<file path="src/rtl/maxpool_pair_feeder_if.sv">
// Stream-in / pair-out bundle of the max-pool pair feeder.
// MAXPOOL_PAIR_HPAIR_EN adds the pair_last window-close flag.
interface maxpool_pair_feeder_if #(
    parameter int unsigned DATA_W = 32,
    parameter int unsigned CNT_W  = 8
);
    logic              en;
    logic [DATA_W-1:0] in_data;
    logic              in_valid;
    logic              in_ready;
    logic [DATA_W-1:0] pair_up;
    logic [DATA_W-1:0] pair_dn;
    logic              pair_valid;
    logic [CNT_W-1:0]  pair_col;
    logic [CNT_W-1:0]  pair_row;
    logic              frame_done;
`ifdef MAXPOOL_PAIR_HPAIR_EN
    logic              pair_last;

    modport master (
        output en, in_data, in_valid,
        input  in_ready, pair_up, pair_dn, pair_valid, pair_col, pair_row, frame_done, pair_last
    );
    modport slave (
        input  en, in_data, in_valid,
        output in_ready, pair_up, pair_dn, pair_valid, pair_col, pair_row, frame_done, pair_last
    );
`else
    modport master (
        output en, in_data, in_valid,
        input  in_ready, pair_up, pair_dn, pair_valid, pair_col, pair_row, frame_done
    );
    modport slave (
        input  en, in_data, in_valid,
        output in_ready, pair_up, pair_dn, pair_valid, pair_col, pair_row, frame_done
    );
`endif
endinterface

</file>
<file path="src/rtl/maxpool_pair_feeder.sv">
// Buffers each even row and emits vertical (row r-1, row r) pixel pairs on odd rows.
// Optional MAXPOOL_PAIR_HPAIR_EN adds pair_last for closing 2x2 windows.
module maxpool_pair_feeder #(
    parameter int unsigned DATA_W = 32,
    parameter int unsigned IMG_W  = 8,
    parameter int unsigned IMG_H  = 8,
    parameter int unsigned CNT_W  = 8
) (
    input logic                 clk,
    input logic                 rst_n,
    maxpool_pair_feeder_if.slave bus
);

    localparam int unsigned AW = (IMG_W > 1) ? $clog2(IMG_W) : 1;

    logic [CNT_W-1:0]  col_q, col_d;
    logic [CNT_W-1:0]  row_q, row_d;
    logic              accept;
    logic              odd_row;
    logic              last_col;
    logic              last_row;
    logic [AW-1:0]     col_idx;
    logic [DATA_W-1:0] line_buf [IMG_W];

    logic [DATA_W-1:0] pair_up_q;
    logic [DATA_W-1:0] pair_dn_q;
    logic              pair_valid_q;
    logic [CNT_W-1:0]  pair_col_q;
    logic [CNT_W-1:0]  pair_row_q;
    logic              frame_done_q;

    assign bus.in_ready = bus.en;
    assign accept       = bus.en & bus.in_valid;
    assign odd_row      = row_q[0];
    assign last_col     = (col_q == CNT_W'(IMG_W - 1));
    assign last_row     = (row_q == CNT_W'(IMG_H - 1));
    assign col_idx      = col_q[AW-1:0];

    always_comb begin
        col_d = col_q;
        row_d = row_q;
        if (accept) begin
            if (last_col) begin
                col_d = '0;
                row_d = last_row ? '0 : row_q + CNT_W'(1);
            end else begin
                col_d = col_q + CNT_W'(1);
            end
        end
    end

    always_ff @(posedge clk or negedge rst_n) begin
        if (!rst_n) begin
            col_q        <= '0;
            row_q        <= '0;
            pair_up_q    <= '0;
            pair_dn_q    <= '0;
            pair_valid_q <= 1'b0;
            pair_col_q   <= '0;
            pair_row_q   <= '0;
            frame_done_q <= 1'b0;
        end else begin
            col_q        <= col_d;
            row_q        <= row_d;
            pair_valid_q <= accept & odd_row;
            frame_done_q <= accept & last_col & last_row;
            // Pair fields hold between emissions; only pair_valid drops.
            if (accept && odd_row) begin
                pair_up_q  <= line_buf[col_idx];
                pair_dn_q  <= bus.in_data;
                pair_col_q <= col_q;
                pair_row_q <= row_q >> 1;
            end
        end
    end

    // Line buffer is intentionally not reset; even rows always rewrite it before use.
    always_ff @(posedge clk) begin
        if (accept && !odd_row) begin
            line_buf[col_idx] <= bus.in_data;
        end
    end

    assign bus.pair_up    = pair_up_q;
    assign bus.pair_dn    = pair_dn_q;
    assign bus.pair_valid = pair_valid_q;
    assign bus.pair_col   = pair_col_q;
    assign bus.pair_row   = pair_row_q;
    assign bus.frame_done = frame_done_q;

`ifdef MAXPOOL_PAIR_HPAIR_EN
    logic pair_last_q;

    // Odd columns close a 2x2 window; an odd-width row's last column closes alone.
    always_ff @(posedge clk or negedge rst_n) begin
        if (!rst_n) begin
            pair_last_q <= 1'b0;
        end else begin
            pair_last_q <= accept & odd_row & (col_q[0] | last_col);
        end
    end

    assign bus.pair_last = pair_last_q;
`endif

endmodule

</file>
<file path="src/flat_wrapper.sv">
// flat-port wrapper written by rule: the top's interface ports become plain ports
module maxpool_pair_feeder_flat 
#(
    parameter int unsigned DATA_W = 32,
    parameter int unsigned IMG_W  = 8,
    parameter int unsigned IMG_H  = 8,
    parameter int unsigned CNT_W  = 8
)
  (clk, rst_n, bus_en, bus_in_data, bus_in_valid, bus_in_ready, bus_pair_up, bus_pair_dn, bus_pair_valid, bus_pair_col, bus_pair_row, bus_frame_done);
  maxpool_pair_feeder_if #(.DATA_W(DATA_W), .CNT_W(CNT_W)) bus_i ();
  input logic clk;
  input logic rst_n;
  input wire logic [$bits(bus_i.en)-1:0] bus_en;
  input wire logic [$bits(bus_i.in_data)-1:0] bus_in_data;
  input wire logic [$bits(bus_i.in_valid)-1:0] bus_in_valid;
  output wire logic [$bits(bus_i.in_ready)-1:0] bus_in_ready;
  output wire logic [$bits(bus_i.pair_up)-1:0] bus_pair_up;
  output wire logic [$bits(bus_i.pair_dn)-1:0] bus_pair_dn;
  output wire logic [$bits(bus_i.pair_valid)-1:0] bus_pair_valid;
  output wire logic [$bits(bus_i.pair_col)-1:0] bus_pair_col;
  output wire logic [$bits(bus_i.pair_row)-1:0] bus_pair_row;
  output wire logic [$bits(bus_i.frame_done)-1:0] bus_frame_done;
  assign bus_i.en = bus_en;
  assign bus_i.in_data = bus_in_data;
  assign bus_i.in_valid = bus_in_valid;
  assign bus_in_ready = bus_i.in_ready;
  assign bus_pair_up = bus_i.pair_up;
  assign bus_pair_dn = bus_i.pair_dn;
  assign bus_pair_valid = bus_i.pair_valid;
  assign bus_pair_col = bus_i.pair_col;
  assign bus_pair_row = bus_i.pair_row;
  assign bus_frame_done = bus_i.frame_done;
  maxpool_pair_feeder #(.DATA_W(DATA_W), .IMG_W(IMG_W), .IMG_H(IMG_H), .CNT_W(CNT_W)) u_core (.clk(clk), .rst_n(rst_n), .bus(bus_i));
endmodule
</file>
<file path="config.mk">
export PLATFORM = sky130hd
export DESIGN_NAME = maxpool_pair_feeder_flat
export DESIGN_NICKNAME = d
export VERILOG_FILES = /design/src/rtl/maxpool_pair_feeder_if.sv /design/src/rtl/maxpool_pair_feeder.sv /design/src/flat_wrapper.sv
export SDC_FILE = /design/constraint.sdc
export NUM_CORES = 1
export LEC_CHECK = 0
export ABC_CLOCK_PERIOD_IN_PS = 5050
export CORE_UTILIZATION = 52
export DETAILED_ROUTE_END_ITERATION = 16
export GPL_ROUTABILITY_DRIVEN = 1
export GPL_TIMING_DRIVEN = 0
export PLACE_DENSITY = 0.76
export SLEW_MARGIN = 40
export SYNTH_ARGS = -nofsm -noshare
export SYNTH_HDL_FRONTEND = slang
export SYNTH_SLANG_ARGS = --single-unit
export TNS_END_PERCENT = 1
</file>
<file path="constraint.sdc">
create_clock -name clk -period 5.05 [get_ports clk]
set_clock_uncertainty 0.1 [all_clocks]
set_input_delay 1.01 -clock clk [delete_from_list [all_inputs] [get_ports clk]]
set_output_delay 1.01 -clock clk [all_outputs]
set_load 0.02 [all_outputs]
</file>
==> results.txt <==
* Clock Root Buffer: sky130_fd_sc_hd__clkbuf_16
* TritonCTS clock tree: built
- The number of antenna violations at the first check in global routing came to 0.
- Leading area contributor after synthesis: sky130_fd_sc_hd__edfxtp_1
* Maximum clock rate: 0.281 GHz
* Syn avg cell area: 15.0 µm²
- Time the worst path needs with I/O delays and setup: 3.55 ns
- Post-detailed-route count of antenna-violating nets: 0
* Path type of the worst setup path: in2reg
- Number of max-slew violations in the final report: 0
* Tightest Hold Check Type: in2async
* CP required: 5.16 ns
* Leading post-synthesis cells by cell area: sky130_fd_sc_hd__edfxtp_1 57%, sky130_fd_sc_hd__dfrtp_1 18%, sky130_fd_sc_hd__nand2_1 4.0%
- In this run the core area contains 58 standard-cell rows.
- Fraction of the yosys area taken by sequential cells: 0.748
- The via count of the first global-routing pass is 8674.
* Syn_nets: 938
- Across all layers, the routed design uses 8712 vias.
- Synthesis instantiated 46 different standard cells from the library.
* Final core utilization: 0.660
* Power density over the cells: 552 nW/µm²
- Entering global routing, the biggest net connects 61 pins.
* Number of port buffers: 117
- For this configuration, the core starts out at a cell density of 0.534.
* Number of enable-type register cells in the synthesized netlist: 256
- Top-count cell post-synth: sky130_fd_sc_hd__edfxtp_1
- Floorplan die width: 163 µm
- In this run the worst path has a maximum fanout of 10.
* Global placer's final weighted congestion: 0.861
- After detailed routing, the total wire length is 33600 µm.
- The wire-length estimate of the detail-placed layout is 21800 µm.
- After clock tree synthesis, the repair step resized 0 gates.
- The synthesized design contains 353 register bits.
* All-layer global routing usage: 0.261
- CTS Buffer Depth: 3
* Actual transition at the worst max-transition pin: 0.893 ns
- Max-capacitance violation count: 0
* Main synth FF type: sky130_fd_sc_hd__edfxtp_1
- Synth top cells by count: 256 x sky130_fd_sc_hd__edfxtp_1, 145 x sky130_fd_sc_hd__nand2_1, 97 x sky130_fd_sc_hd__dfrtp_1
- The net count of the finished layout is 1135.
- Critical Path End Type: flop
- Dividing the detail-routed wire length by the instance count gives 23.1 µm.
* Die Footprint: 26700 µm²
- The first global-routing pass estimated 50900 µm of wire.
* Clock latency reported for the late side of the worst-skew pair: 0.51 ns
- 119 I/O pins were placed.
- In this run, post-CTS hold repair placed 0 buffers.
- After detailed routing, the number of remaining DRC violations is 0.
- Post-CTS Setup Bufs: 0
- Dividing the detail-routed via count by the number of cells gives 6.00.
- Inserted Clock Buffers: 36
- Of the post-synthesis cell area, the dominant cell type holds 0.568.
* Core Region: 25300 µm²
- Number of DRC markers after the initial detailed-route iteration: 909
- Summed over all cells, the static leakage comes to 0.00619 µW.
- Data arrival at the endpoint of the critical path: 3.67 ns
- Counting every sink on the clock net gives 353.
- PnR worst setup slack: 1.50 ns
- Total of warnings raised by yosys: 0
- Peak supply drop: 355 µV
- After synthesis, the share of flip-flops with an asynchronous set or reset is 0.275.
- Setup violations remaining at the end of the flow were counted as 0.
- Type of origin of the critical path: primary input
* Area added between synthesis and finish: 23.6%
- Unrepaired setup endpoints after global routing: false
- The flow ran to the end, and the final reports show no timing, DRC or antenna violations.
* Clk pin slew, worst setup/hold paths: 0.06 ns
- Global routing finished with a remaining overflow of 0.
- Max_slew headroom: 0.404
* Fraction of the cycle the final worst path needs: 0.704
* Layout cells sized above 1: 0.147
* Worst setup slack before clock tree synthesis: 1.09 ns
- CTS built an H-tree with a depth of 2.
- Before antenna repair, the detailed router went through 5 iterations.
- Reg-to-Reg Start: u_core.col_q[1]
* Vertical extent of the die: 163 µm
* Post-synthesis cell count: 899
* Reg-to-reg slack, setup: 1.54 ns
- The repair_antennas step left the layout with diodes totalling 0.
- The endpoint identified for the worst register-to-register timing path is u_core.line_buf[0][22].
* Hold violation total from the final report: 0
- Worst Reg2Reg Path Length in Cells: 11
- The mapped netlist covers 13500 µm².
-- cell type report --
type	instances	area, µm²
clock inverters	12	105
multi-input cells	483	3210
repair buffers	159	1540
clock buffers	52	1080
inverters	5	18.8
plain buffers	58	248
flip-flops and latches	353	10100
well taps	330	413
fillers	1704	8610
-- layer usage --
metal  up-vias  GRT usage  routed length [µm]
met4         0     0.0994                 927
met3        83     0.0554                3390
li1       3777          -                   -
met2       515      0.407               15700
met1      4337      0.361               13500
met5         -          0                   0
-- kinds of logic after synthesis --
family | count (synthesis) | synth area share
multiplexers | 74 | 0.0596
flip-flops | 353 | 0.748
adder cells (fa/ha/maj) | 3 | 0.00278
AO/OA/AOI/OAI | 171 | 0.0903
XOR/XNOR | 11 | 0.00712
other | 1 | 0.000277
AND/OR/NAND/NOR | 223 | 0.0724
buffers and inverters | 63 | 0.0196
-- layout by cell type, fill, tap and decap left out, types with 32 or more instances in the layout --
cell / count
sky130_fd_sc_hd__mux2_2: 32
sky130_fd_sc_hd__a21oi_1: 32
sky130_fd_sc_hd__mux2i_1: 40
sky130_fd_sc_hd__edfxtp_1: 256
sky130_fd_sc_hd__buf_2: 42
sky130_fd_sc_hd__clkdlybuf4s50_1: 116
sky130_fd_sc_hd__nand2_1: 145
sky130_fd_sc_hd__dfrtp_1: 97
sky130_fd_sc_hd__clkbuf_16: 40
sky130_fd_sc_hd__clkbuf_1: 46
-- registers in the layout, indices dropped and copies added (netlist names) --
| register | cells |
|---|---|
| u_core.row_q | 8 |
| u_core.col_q | 8 |
| u_core.bus.pair_dn | 32 |
| u_core.bus.pair_valid | 1 |
| u_core.bus.pair_col | 8 |
| u_core.line_buf | 256 |
| u_core.bus.frame_done | 1 |
| u_core.bus.pair_row | 7 |
| u_core.bus.pair_up | 32 |
-- critical path, stage by stage --
cell and delay [ns]:
sky130_fd_sc_hd__clkdlybuf4s50_1 0.58, sky130_fd_sc_hd__nand2_1 0.36, sky130_fd_sc_hd__nor4_2 0.54, sky130_fd_sc_hd__buf_2 0.25, sky130_fd_sc_hd__buf_2 0.18, sky130_fd_sc_hd__buf_2 0.18
sky130_fd_sc_hd__buf_2 0.18, sky130_fd_sc_hd__buf_2 0.18, sky130_fd_sc_hd__buf_2 0.19
-- stage by stage --
step	cells	TNS, ns	total power (µW)	hold WS (ns)	cell area, µm²
2_1_floorplan	899	0	5340	0.359	13500
3_3_place_gp	1346	-492.39	6490	0.358	15100
3_5_place_dp	1388	0	6600	0.362	15500
4_1_cts	1452	0	9230	0.294	16700
5_1_grt	1452	0	9600	0.301	16700
6_report	1452	0	9230	0.286	16700
-- report_power, final --
part           switching (µW)  internal, µW
combinational            1680          1190
clock                    1050          1590
sequential                235          3500
total                    2960          6270
-- how the worst max path moves through the flow --
stage          depth (start not counted)  startpoint                      to
6_report                               9      bus_en  u_core.line_buf[0][22]
5_1_grt                                9      bus_en  u_core.line_buf[0][20]
4_1_cts                                9      bus_en  u_core.line_buf[0][22]
3_5_place_dp                           9      bus_en  u_core.line_buf[0][24]
3_3_place_gp                           3      bus_en  u_core.line_buf[3][18]
2_1_floorplan                          2      bus_en   u_core.line_buf[0][0]
No activity file was read; power rests on OpenSTA's default activity.
